<file path="src/rtl/func_key_menu.sv">
// Two-button menu controller: "next" cycles the selected function, "ok" fires it
// with short/long press detection and a per-function hold level.
module func_key_menu #(
  parameter int unsigned NUM_FUNC    = 4,
  parameter int unsigned DB_CYCLES   = 500000,
  parameter int unsigned LONG_CYCLES = 50000000,
  localparam int unsigned FUNC_W     = $clog2(NUM_FUNC)
) (
  input  logic                clk,
  input  logic                rst_n,
  input  logic                next_key,
  input  logic                ok_key,
  output logic [FUNC_W-1:0]   func_sel,
  output logic [NUM_FUNC-1:0] trig_short,
  output logic [NUM_FUNC-1:0] trig_long,
  output logic [NUM_FUNC-1:0] func_hold,
  output logic                busy
);

  localparam int unsigned DB_W   = $clog2(DB_CYCLES + 1);
  localparam int unsigned LONG_W = $clog2(LONG_CYCLES + 1);
  localparam int unsigned K_NEXT = 0;
  localparam int unsigned K_OK   = 1;

  typedef enum logic [1:0] {
    S_IDLE,
    S_PRESSED,
    S_LONG
  } state_e;

  logic [1:0]          raw_keys;
  logic [1:0]          sync1_q, sync2_q;
  logic [1:0]          db_q, db_d;
  logic [DB_W-1:0]     db_cnt_q [2];
  logic [DB_W-1:0]     db_cnt_d [2];
  logic                next_press_q, next_press_d;
  logic                ok_press_q, ok_press_d;
  logic                ok_rel_q, ok_rel_d;
  state_e              state_q, state_d;
  logic [FUNC_W-1:0]   sel_q, sel_d;
  logic [FUNC_W-1:0]   sel_lat_q, sel_lat_d;
  logic [LONG_W-1:0]   long_cnt_q, long_cnt_d;
  logic [NUM_FUNC-1:0] trig_short_q, trig_short_d;
  logic [NUM_FUNC-1:0] trig_long_q, trig_long_d;
  logic [NUM_FUNC-1:0] hold_q, hold_d;
  logic                busy_q, busy_d;
  logic [NUM_FUNC-1:0] lat_onehot;

  assign raw_keys   = {ok_key, next_key};
  assign lat_onehot = NUM_FUNC'(1) << sel_lat_q;

  // Debounce: accept a new level only after DB_CYCLES consecutive differing samples
  always_comb begin
    for (int k = 0; k < 2; k++) begin
      db_d[k]     = db_q[k];
      db_cnt_d[k] = '0;
      if (sync2_q[k] != db_q[k]) begin
        if (db_cnt_q[k] == DB_W'(DB_CYCLES - 1)) begin
          db_d[k] = sync2_q[k];
        end else begin
          db_cnt_d[k] = db_cnt_q[k] + DB_W'(1);
        end
      end
    end
    next_press_d = db_q[K_NEXT] & ~db_d[K_NEXT];
    ok_press_d   = db_q[K_OK] & ~db_d[K_OK];
    ok_rel_d     = ~db_q[K_OK] & db_d[K_OK];
  end

  // Ok FSM, selection stepping and registered outputs
  always_comb begin
    state_d      = state_q;
    sel_d        = sel_q;
    sel_lat_d    = sel_lat_q;
    long_cnt_d   = long_cnt_q;
    trig_short_d = '0;
    trig_long_d  = '0;
    busy_d       = (state_q != S_IDLE);
    hold_d       = (state_q != S_IDLE) ? lat_onehot : '0;

    if (next_press_q && (state_q == S_IDLE) && !ok_press_q) begin
      sel_d = (sel_q == FUNC_W'(NUM_FUNC - 1)) ? '0 : sel_q + FUNC_W'(1);
    end

    case (state_q)
      S_IDLE: begin
        if (ok_press_q) begin
          sel_lat_d  = sel_q;
          long_cnt_d = '0;
          state_d    = S_PRESSED;
        end
      end
      S_PRESSED: begin
        if (long_cnt_q != LONG_W'(LONG_CYCLES)) begin
          long_cnt_d = long_cnt_q + LONG_W'(1);
        end
        // Release takes priority over a coincident long-press terminal count
        if (ok_rel_q) begin
          trig_short_d = lat_onehot;
          state_d      = S_IDLE;
        end else if (long_cnt_q == LONG_W'(LONG_CYCLES - 1)) begin
          trig_long_d = lat_onehot;
          state_d     = S_LONG;
        end
      end
      S_LONG: begin
        if (ok_rel_q) begin
          state_d = S_IDLE;
        end
      end
      default: begin
        state_d = S_IDLE;
      end
    endcase
  end

  always_ff @(posedge clk) begin
    if (!rst_n) begin
      sync1_q      <= '1;
      sync2_q      <= '1;
      db_q         <= '1;
      db_cnt_q[0]  <= '0;
      db_cnt_q[1]  <= '0;
      next_press_q <= 1'b0;
      ok_press_q   <= 1'b0;
      ok_rel_q     <= 1'b0;
      state_q      <= S_IDLE;
      sel_q        <= '0;
      sel_lat_q    <= '0;
      long_cnt_q   <= '0;
      trig_short_q <= '0;
      trig_long_q  <= '0;
      hold_q       <= '0;
      busy_q       <= 1'b0;
    end else begin
      sync1_q      <= raw_keys;
      sync2_q      <= sync1_q;
      db_q         <= db_d;
      db_cnt_q[0]  <= db_cnt_d[0];
      db_cnt_q[1]  <= db_cnt_d[1];
      next_press_q <= next_press_d;
      ok_press_q   <= ok_press_d;
      ok_rel_q     <= ok_rel_d;
      state_q      <= state_d;
      sel_q        <= sel_d;
      sel_lat_q    <= sel_lat_d;
      long_cnt_q   <= long_cnt_d;
      trig_short_q <= trig_short_d;
      trig_long_q  <= trig_long_d;
      hold_q       <= hold_d;
      busy_q       <= busy_d;
    end
  end

  assign func_sel   = sel_q;
  assign trig_short = trig_short_q;
  assign trig_long  = trig_long_q;
  assign func_hold  = hold_q;
  assign busy       = busy_q;

endmodule

</file>
<file path="config.mk">
export PLATFORM = sky130hd
export DESIGN_NAME = func_key_menu
export DESIGN_NICKNAME = d
export VERILOG_FILES = /design/src/rtl/func_key_menu.sv
export SDC_FILE = /design/constraint.sdc
export NUM_CORES = 1
export LEC_CHECK = 0
export CORE_MARGIN = 4
export CORE_UTILIZATION = 35
export DETAILED_ROUTE_END_ITERATION = 8
export SLEW_MARGIN = 10
export SYNTH_ARGS = -nofsm -noshare
export SYNTH_HDL_FRONTEND = slang
export SYNTH_SLANG_ARGS = --single-unit
</file>
<file path="constraint.sdc">
create_clock -name clk -period 3 [get_ports clk]
set_input_delay 0.75 -clock clk [delete_from_list [all_inputs] [get_ports clk]]
set_output_delay 0.75 -clock clk [all_outputs]
set_load 0.01 [all_outputs]
</file>
# After elaboration in Yosys (flattened, before gate mapping)
# Memory sizes are Yosys's and may differ from the RTL's.
# Index checks and enable logic that the tools add are counted.
op_classes:
  n_addsub: 4
  mux: 21
  n_reduce_logical: 12
  n_bitwise: 11
  eq_ne: 13
  shift: 1
ops:
  columns: ["operator", "n"]
  rows:
  - ["19-bit two-way mux", 6]
  - ["26-bit two-way mux", 2]
  - ["26-bit case mux with 2 select lines", 1]
  - ["19-bit by 1-bit adder with 19-bit output, second input constant", 2]
  - ["19-bit equality test, second input constant", 2]
  - ["26-bit by 1-bit adder with 26-bit output, second input constant", 1]
  - ["26-bit equality test, second input constant", 1]
  - ["26-bit != test, second input constant", 1]
  - ["2-bit two-way mux", 5]
  - ["3-bit AND reduction", 3]
  - ["1-bit two-way mux", 6]
  - ["2-bit != test, second input constant", 3]
  - ["1-bit inverter", 6]
  - ["2-bit case mux with 3 select lines", 1]
  - ["2-bit equality test, second input constant", 2]
  - ["2-bit AND reduction", 2]
  - ["2-bit nonzero test", 2]
  - ["4-bit OR reduction", 1]
  - ["1-bit by 2-bit << shifter with 4-bit output, first input constant", 1]
  - ["1-bit bitwise AND", 3]
  - ["3-bit != test, second input constant", 1]
  - ["2-bit by 1-bit adder with 2-bit output, second input constant", 1]
  - ["2-bit by 1-bit equality test with 1-bit output, second input constant", 1]
  - ["1-bit logical AND", 2]
  - ["other kinds (4)", 6]
word_totals:
  n_memories: 1
  input_bits: 4
  register_bits: 54
  out_inout_bits: 15
  ram_bits: 38
  wordCells: 77
mem_list:
  columns: ["name", "words", "width", "read_ports", "rd_ports_with_merged_regs", "wr", "line_no", "rtl"]
  rows:
  - ["db_cnt_q", 2, 19, 2, 0, 2, "34", "logic [DB_W-1:0] db_cnt_q [2];"]

# Longest topological paths before layout
# Gate-level depths: netlist of run 1.
depth:
  word_depth: 5
  mapped_depth: 8
  mapped_depth_nobuf: 7

# Worst setup path before layout of run 1
# OpenSTA, ideal clock, no wires.
synth_path:
  path_kind: "input to register"
  start: "in rst_n"
  end: "reg long_cnt_q[5]"
  required_time_ns: 2.930
  path_buffers: 3
  path_stages: 6
  setup_slack_ns: 1.200
  arrival_time_ns: 1.730
  setup_time_ns: 0.070
  path_cell_list: "clkbuf_1 -> and2_1 -> clkbuf_1 -> buf_2 -> o21ai_0 -> a21oi_1"
synth_rtl:
  columns: ["element", "line_no", "rtl"]
  rows:
  - ["start: declaration", "10", "input logic rst_n,"]
  - ["end signal: assignment", "147", "long_cnt_q <= long_cnt_d;"]
  - ["end: declaration", "42", "logic [LONG_W-1:0] long_cnt_q, long_cnt_d;"]

# Final worst setup path of run 1
layout_path:
  start: "reg long_cnt_q[0]"
  end: "reg long_cnt_q[22]"
layout_via:
  elab_chain_cells: 3
  word_cells_on_any_way: 6
  classes_between: "add/sub (1); eq/ne (2); mux (2); reduce/logical (1)"
layout_lines:
  columns: ["element", "line_no"]
  rows:
  - ["26-bit by 1-bit adder with 26-bit output or 26-bit != test (tied branches)", "95, 94"]
  - ["26-bit two-way mux or 2-bit != test (tied branches)", null]
  - ["26-bit case mux with 2 select lines or 3-bit AND reduction (tied branches)", null]
# Parallel ways exist; a longest one is shown, timed or not. The select of a mux whose other input is x is not followed.
# A chain may end at the register's enable or synchronous reset.

==> metrics.yaml, run 1 <==
timing:
  finalHoldViolCount: 0
  fin_crit_ns: 2.146
  maxSlewHeadroom: 0.5825
  drv_slew: 0
  worst_pin_slew_ns: 0.6176
  clock_skew_ns: 0.01020
  min_period_over_period: 0.7154
  fin_tns_setup_ns: 0
  setup_viol: 0
  max_freq_mhz: 465.9
  rsz0062_at_grt: "no"
worst_setup_path:
  cp-end-kind: "flop"
  crit_fanout: 14
  cp-start-kind: "flop"
  worstPathCellList: "inv_1, ha_1, nor4bb_1, nand3_1, o21ai_2, nand2_1, o2bb2a_1"
  critical-path-max-stage-delay_ns: 0.39
  worstPathRequired_ns: 3.29
  cpMaxStageDelayCell: "nand2_1"
  cp.arrival_ns: 2.44
  path_class: "flop to flop"
clocking:
  ctsResizeCount: 0
  clk_pin_slew_ns: 0.07
  clock_latency_ns: 0.35
  htree_levels: 3
  cts_sinks: 92
  cts_buffers: 9
  root_buffer: "clkbuf_16"
  cts_hold_buf: 0
  clock_path_buffers: 2
  post_cts_buffers: 0
  cts_tree: "done"
routing:
  wl_per_cell_microns: 12.44
  antenna_left: 0
  vias: 3070
  drt-initial-drc-count: 217
  wirelength_met1_mm: 3.901
  vias_per_cell: 4.976
  met3_length_microns: 349
  drc_errors: 0
  drt_wl_total_mm: 7.676
  met2WireLength_mm: 3.286
  topRoutingLayerUsed: "met4"
  first_pass_iters: 4
power:
  leakagePower_nw: 1.547
  powerDensity_nw_per_um2: 519.1
  peakVddDrop_mv: 0.4700
  power_mw: 2.408
placed_design:
  gp_congestion: 0.8425
  port_buffers: 18
  hpwl_mm: 5.483
yosys:
  synthArstFlopShare: 0
  synthDistinctLibCells: 59
  synth-seq-cells: 92
  ys_seq_area_frac: 0.4560
  synthMuxAreaShare: 0.01487
  netlist_instances: 454
  yosys.area_share.simple: 0.3055
  synth_top_family_by_area: "simple AND/OR/NAND/NOR gates"
  ys_warn_count: 0
  synth_top_cell_area_share: 0.4560
  yosys-top-cells-area: "dfxtp_1 (46%), nor2_1 (6.1%), xnor2_1 (4.8%)"
  synth_compound_area_frac: 0.09665
  synth_top_cell_by_area: "dfxtp_1"
  synth-xor-area-share: 0.07807
  synth_nets: 463
  syn_area_per_cell_sq_um: 8.896
  synth_fa_ha_area_frac: 0.01549
  synthFlopType: "dfxtp_1"
  synth.most_common_cell: "dfxtp_1"
  synth_area_sq_um: 4039
  synth_edf_count: 0
  yosys-top-cells-count: "dfxtp_1 (92), nor2_1 (66), nand2_1 (41), nand3_1 (25), xnor2_1 (22)"
outcome:
  status: "finished clean"
floorplan:
  core_sq_um: 11080
  die_x_microns: 115.4
  die_h_microns: 115.4
  start_util: 0.3646
  io_pins: 19
  rows: 38
  dieArea_sq_um: 13320
global_route:
  grt_pass1_vias: 2747
  grt_pass1_wl_mm: 12.99
  overflow: 0
  antenna_found_initial: 0
  grt_usage: 0.1217
  grt_start_max_net_pins: 23
hold_path:
  hold_class: "flop to flop"
finish:
  syn_to_final_growth_pct: 14.87
  fillerInstances: 1108
  n_antenna_cell: 0
  fin_util: 0.4188
  drive_above_1_share: 0.07547
  nets: 481
job:
  cap_viol_max_count: 0
## per-stage QoR
step / instances / hold slack [ns] / area, sq um / setup WS, ns
floorplan: 454 / 0.3863 / 4039 / 1.200
global placement: 601 / 0.3905 / 4330 / 0.8248
detailed placement: 601 / 0.3989 / 4330 / 0.7726
CTS: 617 / 0.4139 / 4639 / 0.8672
global route: 617 / 0.4299 / 4639 / 0.7166
finish: 617 / 0.4099 / 4639 / 0.8538
## flip-flops by register name (all words and copies together) (netlist names), 2 cells and up
name / flops
db_cnt_q: 38
long_cnt_q: 26
func_hold: 4
trig_long: 4
trig_short: 4
db_q: 2
func_sel: 2
sel_lat_q: 2
state_q: 2
sync1_q: 2
sync2_q: 2
## final timing paths
check	to	from	depth (start not counted)	slack, ns
min reg2reg	sync2_q[1]	sync1_q[1]	1	0.41
min	sync2_q[1]	sync1_q[1]	1	0.41
max	long_cnt_q[22]	long_cnt_q[0]	7	0.85
max reg2reg	long_cnt_q[22]	long_cnt_q[0]	7	0.85
## cells in the final DEF, fill, tap and decap left out, drive strengths merged, types with 2 or more instances in the layout
master / instances
dfxtp: 92
nor2: 67
nand2: 42
nand3: 25
xnor2: 22
a21oi: 18
clkdlybuf4s50: 18
inv: 17
nor3: 17
xor2: 14
and3: 12
a31oi: 11
o21ai: 10
clkbuf: 10
nand2b: 9
nand4: 9
and2: 8
nor2b: 7
and4: 7
mux2i: 6
ha: 5
nor4: 4
nor3b: 4
o31ai: 4
or4: 4
o22a: 3
nand3b: 3
nor4b: 3
a21boi: 2
a31o: 2
a41oi: 2
clkinvlp: 2
buf: 2
or3: 2
## critical path: cells and delay by family, from the launching register on
family                   cells  cell delay (ns)
AO/OA/AOI/OAI                2             0.69
adder cells (fa/ha/maj)      1             0.15
buffers and inverters        1             0.09
flip-flops                   1             0.34
AND/OR/NAND/NOR              3             0.83
## where the power goes
part | total [mW] | internal [mW] | leakage, nW | switching, mW
Combinational | 0.0247 | 0.00916 | 0.658 | 0.0156
Sequential | 1.23 | 1.22 | 0.742 | 0.00182
Clock | 1.16 | 0.675 | 0.147 | 0.483
Total | 2.41 | 1.91 | 1.55 | 0.500
## cell families after synthesis
family          Yosys count
simple gates            228
xor+xnor                 36
buf+inv                  28
mux                       6
flops                    92
fa+ha+maj                 5
compound gates           59
## layout make-up
cell class,count,area [sq um],area share
timing repair buffer,20,195.2,0.04207
sequential,92,1842,0.3970
multi-input combinational,334,2062,0.4444
clock inverter,6,70.07,0.01510
inverter,15,56.30,0.01214
tap,140,175.2,0.03776
clock buffer,10,239.0,0.05151
## metal layers
metal | vias up | track usage
met1 | 1395 | 0.1647
met3 | 10 | 0.03603
met4 | 0 | 0.05164
li1 | 1619 | -
met5 | - | 0
met2 | 46 | 0.1809
Note: power is estimated with default switching activity, not from simulation.
==> run 2: changes to the inputs <==
==> constraint.sdc (replaced) <==
create_clock -name clk -period 2 [get_ports clk]
set_input_delay 0.5 -clock clk [delete_from_list [all_inputs] [get_ports clk]]
set_output_delay 0.5 -clock clk [all_outputs]
set_load 0.01 [all_outputs]
==> run 2 against run 1 <==
Effect of this change: final cell count increased by 2.6%; die area unchanged; sequential power increased by 50%; non-clock buffer count up 16; hold slack about the same; clock power increased by 45%; maximum frequency rose by 11%; via count grew 3.0%; critical endpoint is now long_cnt_q[25].
==> metrics.yaml, run 2 (synthesized netlist as in run 1, its figures left out) <==
outcome:
  status: "finished clean"
clocking:
  clock_path_buffers: 2
  root_buffer: "clkbuf_16"
  clock_latency_ns: 0.34
  htree_levels: 3
  cts_tree: "done"
  clk_pin_slew_ns: 0.07
  cts_sinks: 92
  cts_buffers: 9
timing:
  finalHoldViolCount: 0
  drv_slew: 0
  maxSlewHeadroom: 0.6062
  max_freq_mhz: 515.3
  layout_setup_ws_ns: 0.05922
  rsz0062_at_grt: "yes"
  clock_skew_ns: 0.007496
  setup_viol: 0
  fin_crit_ns: 1.941
  min_period_over_period: 0.9704
  hold_ws_ns: 0.4100
  worst_pin_slew_ns: 0.5824
worst_setup_path:
  crit_path_frequent_cell: "buf_4"
  path_class: "flop to flop"
  regToRegStartpoint: "long_cnt_q[0]"
  startpoint: "long_cnt_q[0]"
  worstPathRequired_ns: 2.28
  crit_fanout: 5
  cp.arrival_ns: 2.22
  cp-end-kind: "flop"
  worstPathCellList: "inv_1, ha_1, nor4bb_1, nand3_1, buf_4, o31ai_4, buf_4, or4_1, a21oi_1"
  cp-start-kind: "flop"
  cpMaxStageDelayCell: "or4_1"
  reg2reg_slack_ns: 0.06
  critical-path-max-stage-delay_ns: 0.49
routing:
  antenna_left: 0
  vias_per_cell: 4.995
  drt_wl_total_mm: 7.875
  drc_errors: 0
  drt-initial-drc-count: 202
  first_pass_iters: 4
  wl_per_cell_microns: 12.44
  vias: 3162
finish:
  largest_register: "db_cnt_q"
  drive_above_1_share: 0.1116
  multi_input_area_sq_um: 2098
  final_cell_mix: "dfxtp_1 (90), nor2_1 (66), nand2_1 (41)"
  top_regs: "db_cnt_q (38), long_cnt_q (26)"
  regArea_sq_um: 1844
  nets: 497
  fillerInstances: 1115
  n_antenna_cell: 0
  fin_util: 0.4318
  syn_to_final_growth_pct: 18.43
  stdcell_area_sq_um: 4783
  largest_register_ffs: 38
  layout_commonest_cell: "dfxtp_1"
  fin_cells: 633
global_route:
  grt_pass1_wl_mm: 14.06
  grt_start_max_net_pins: 23
  grt_pass1_vias: 3018
  overflow: 0
  use_met3: 0.04021
  gr-usage-met2: 0.2018
  globalRouteMet1Util: 0.1702
  top_usage_layer: "met2"
  grt_usage: 0.1303
  antenna_found_initial: 0
floorplan:
  die_h_microns: 115.4
  core_sq_um: 11080
  io_pins: 19
  die_x_microns: 115.4
  dieArea_sq_um: 13320
  rows: 38
  start_util: 0.3646
power:
  powerDensity_nw_per_um2: 744.1
  peakVddDrop_mv: 0.7275
  leakagePower_nw: 1.638
placed_design:
  port_buffers: 18
  hpwl_mm: 5.493
  postPlaceCellArea_sq_um: 4428
  dp.cells: 614
  gp_congestion: 0.8320
  dp_slack_ns: 0.05784
job:
  cap_viol_max_count: 0
hold_path:
  worstHoldStart: "sync1_q[1]"
  hold_class: "flop to flop"
==> run 2: cell count changes in the layout (fill, tap and decap cells not counted), moves of 2 or more <==
cell,change
buf_4,+16
clkbuf_1,+2
dfxtp_1,-2
dfxtp_2,+2
==> run 2: metal layers <==
metal  vias to the layer above  part of all wire
met5                         -                 0
met4                         0             0.014
met3                         9             0.043
met2                        57              0.45
met1                      1450              0.49
li1                       1646                 -
==> run 2: cell type report <==
| cell class | instances | share of cell area |
|---|---|---|
| repair buffers | 36 | 0.06592 |
| clock inverters | 5 | 0.01282 |
| inverters | 15 | 0.01177 |
| clock buffers | 11 | 0.04865 |
| well taps | 140 | 0.03662 |
| flip-flops and latches | 92 | 0.3856 |
| multi-input cells | 334 | 0.4387 |
==> run 2: path summary, 6_finish.rpt <==
check | to | cells after the start
hold / removal | sync2_q[1] | 1
setup / recovery | long_cnt_q[25] | 9
hold reg to reg | sync2_q[1] | 1
setup reg to reg | long_cnt_q[25] | 9
==> run 2: report_power, final <==
group	switching [mW]	leakage (nW)	internal, mW	total [mW]
Sequential	0.00249	0.743	1.84	1.84
Combinational	0.0242	0.762	0.0166	0.0408
Clock	0.706	0.132	0.974	1.68
Total	0.733	1.64	2.83	3.56
==> run 2: critical path: cells and delay by family (launching register included) <==
kind	cells	cell delay, ns
and+or+nand+nor	3	0.72
buffers and inverters	3	0.39
DFF	1	0.35
AOI/OAI and AO/OA	2	0.24
adders and majority gates	1	0.18
==> run 2: repair_timing <==
action / in CTS / in global routing
hold buffers: 0 / 0
resized for setup: 0 / 8
endpoints found under the setup margin: 0 / 41
buffers inserted: 0 / 3
==> run 2: per-stage QoR <==
step | TNS (ns) | power, mW
finish | 0 | 3.559
global placement | 0 | 1.920
floorplan | 0 | 1.906
detailed placement | 0 | 1.921
CTS | 0 | 3.617
global route | -0.1994 | 3.712
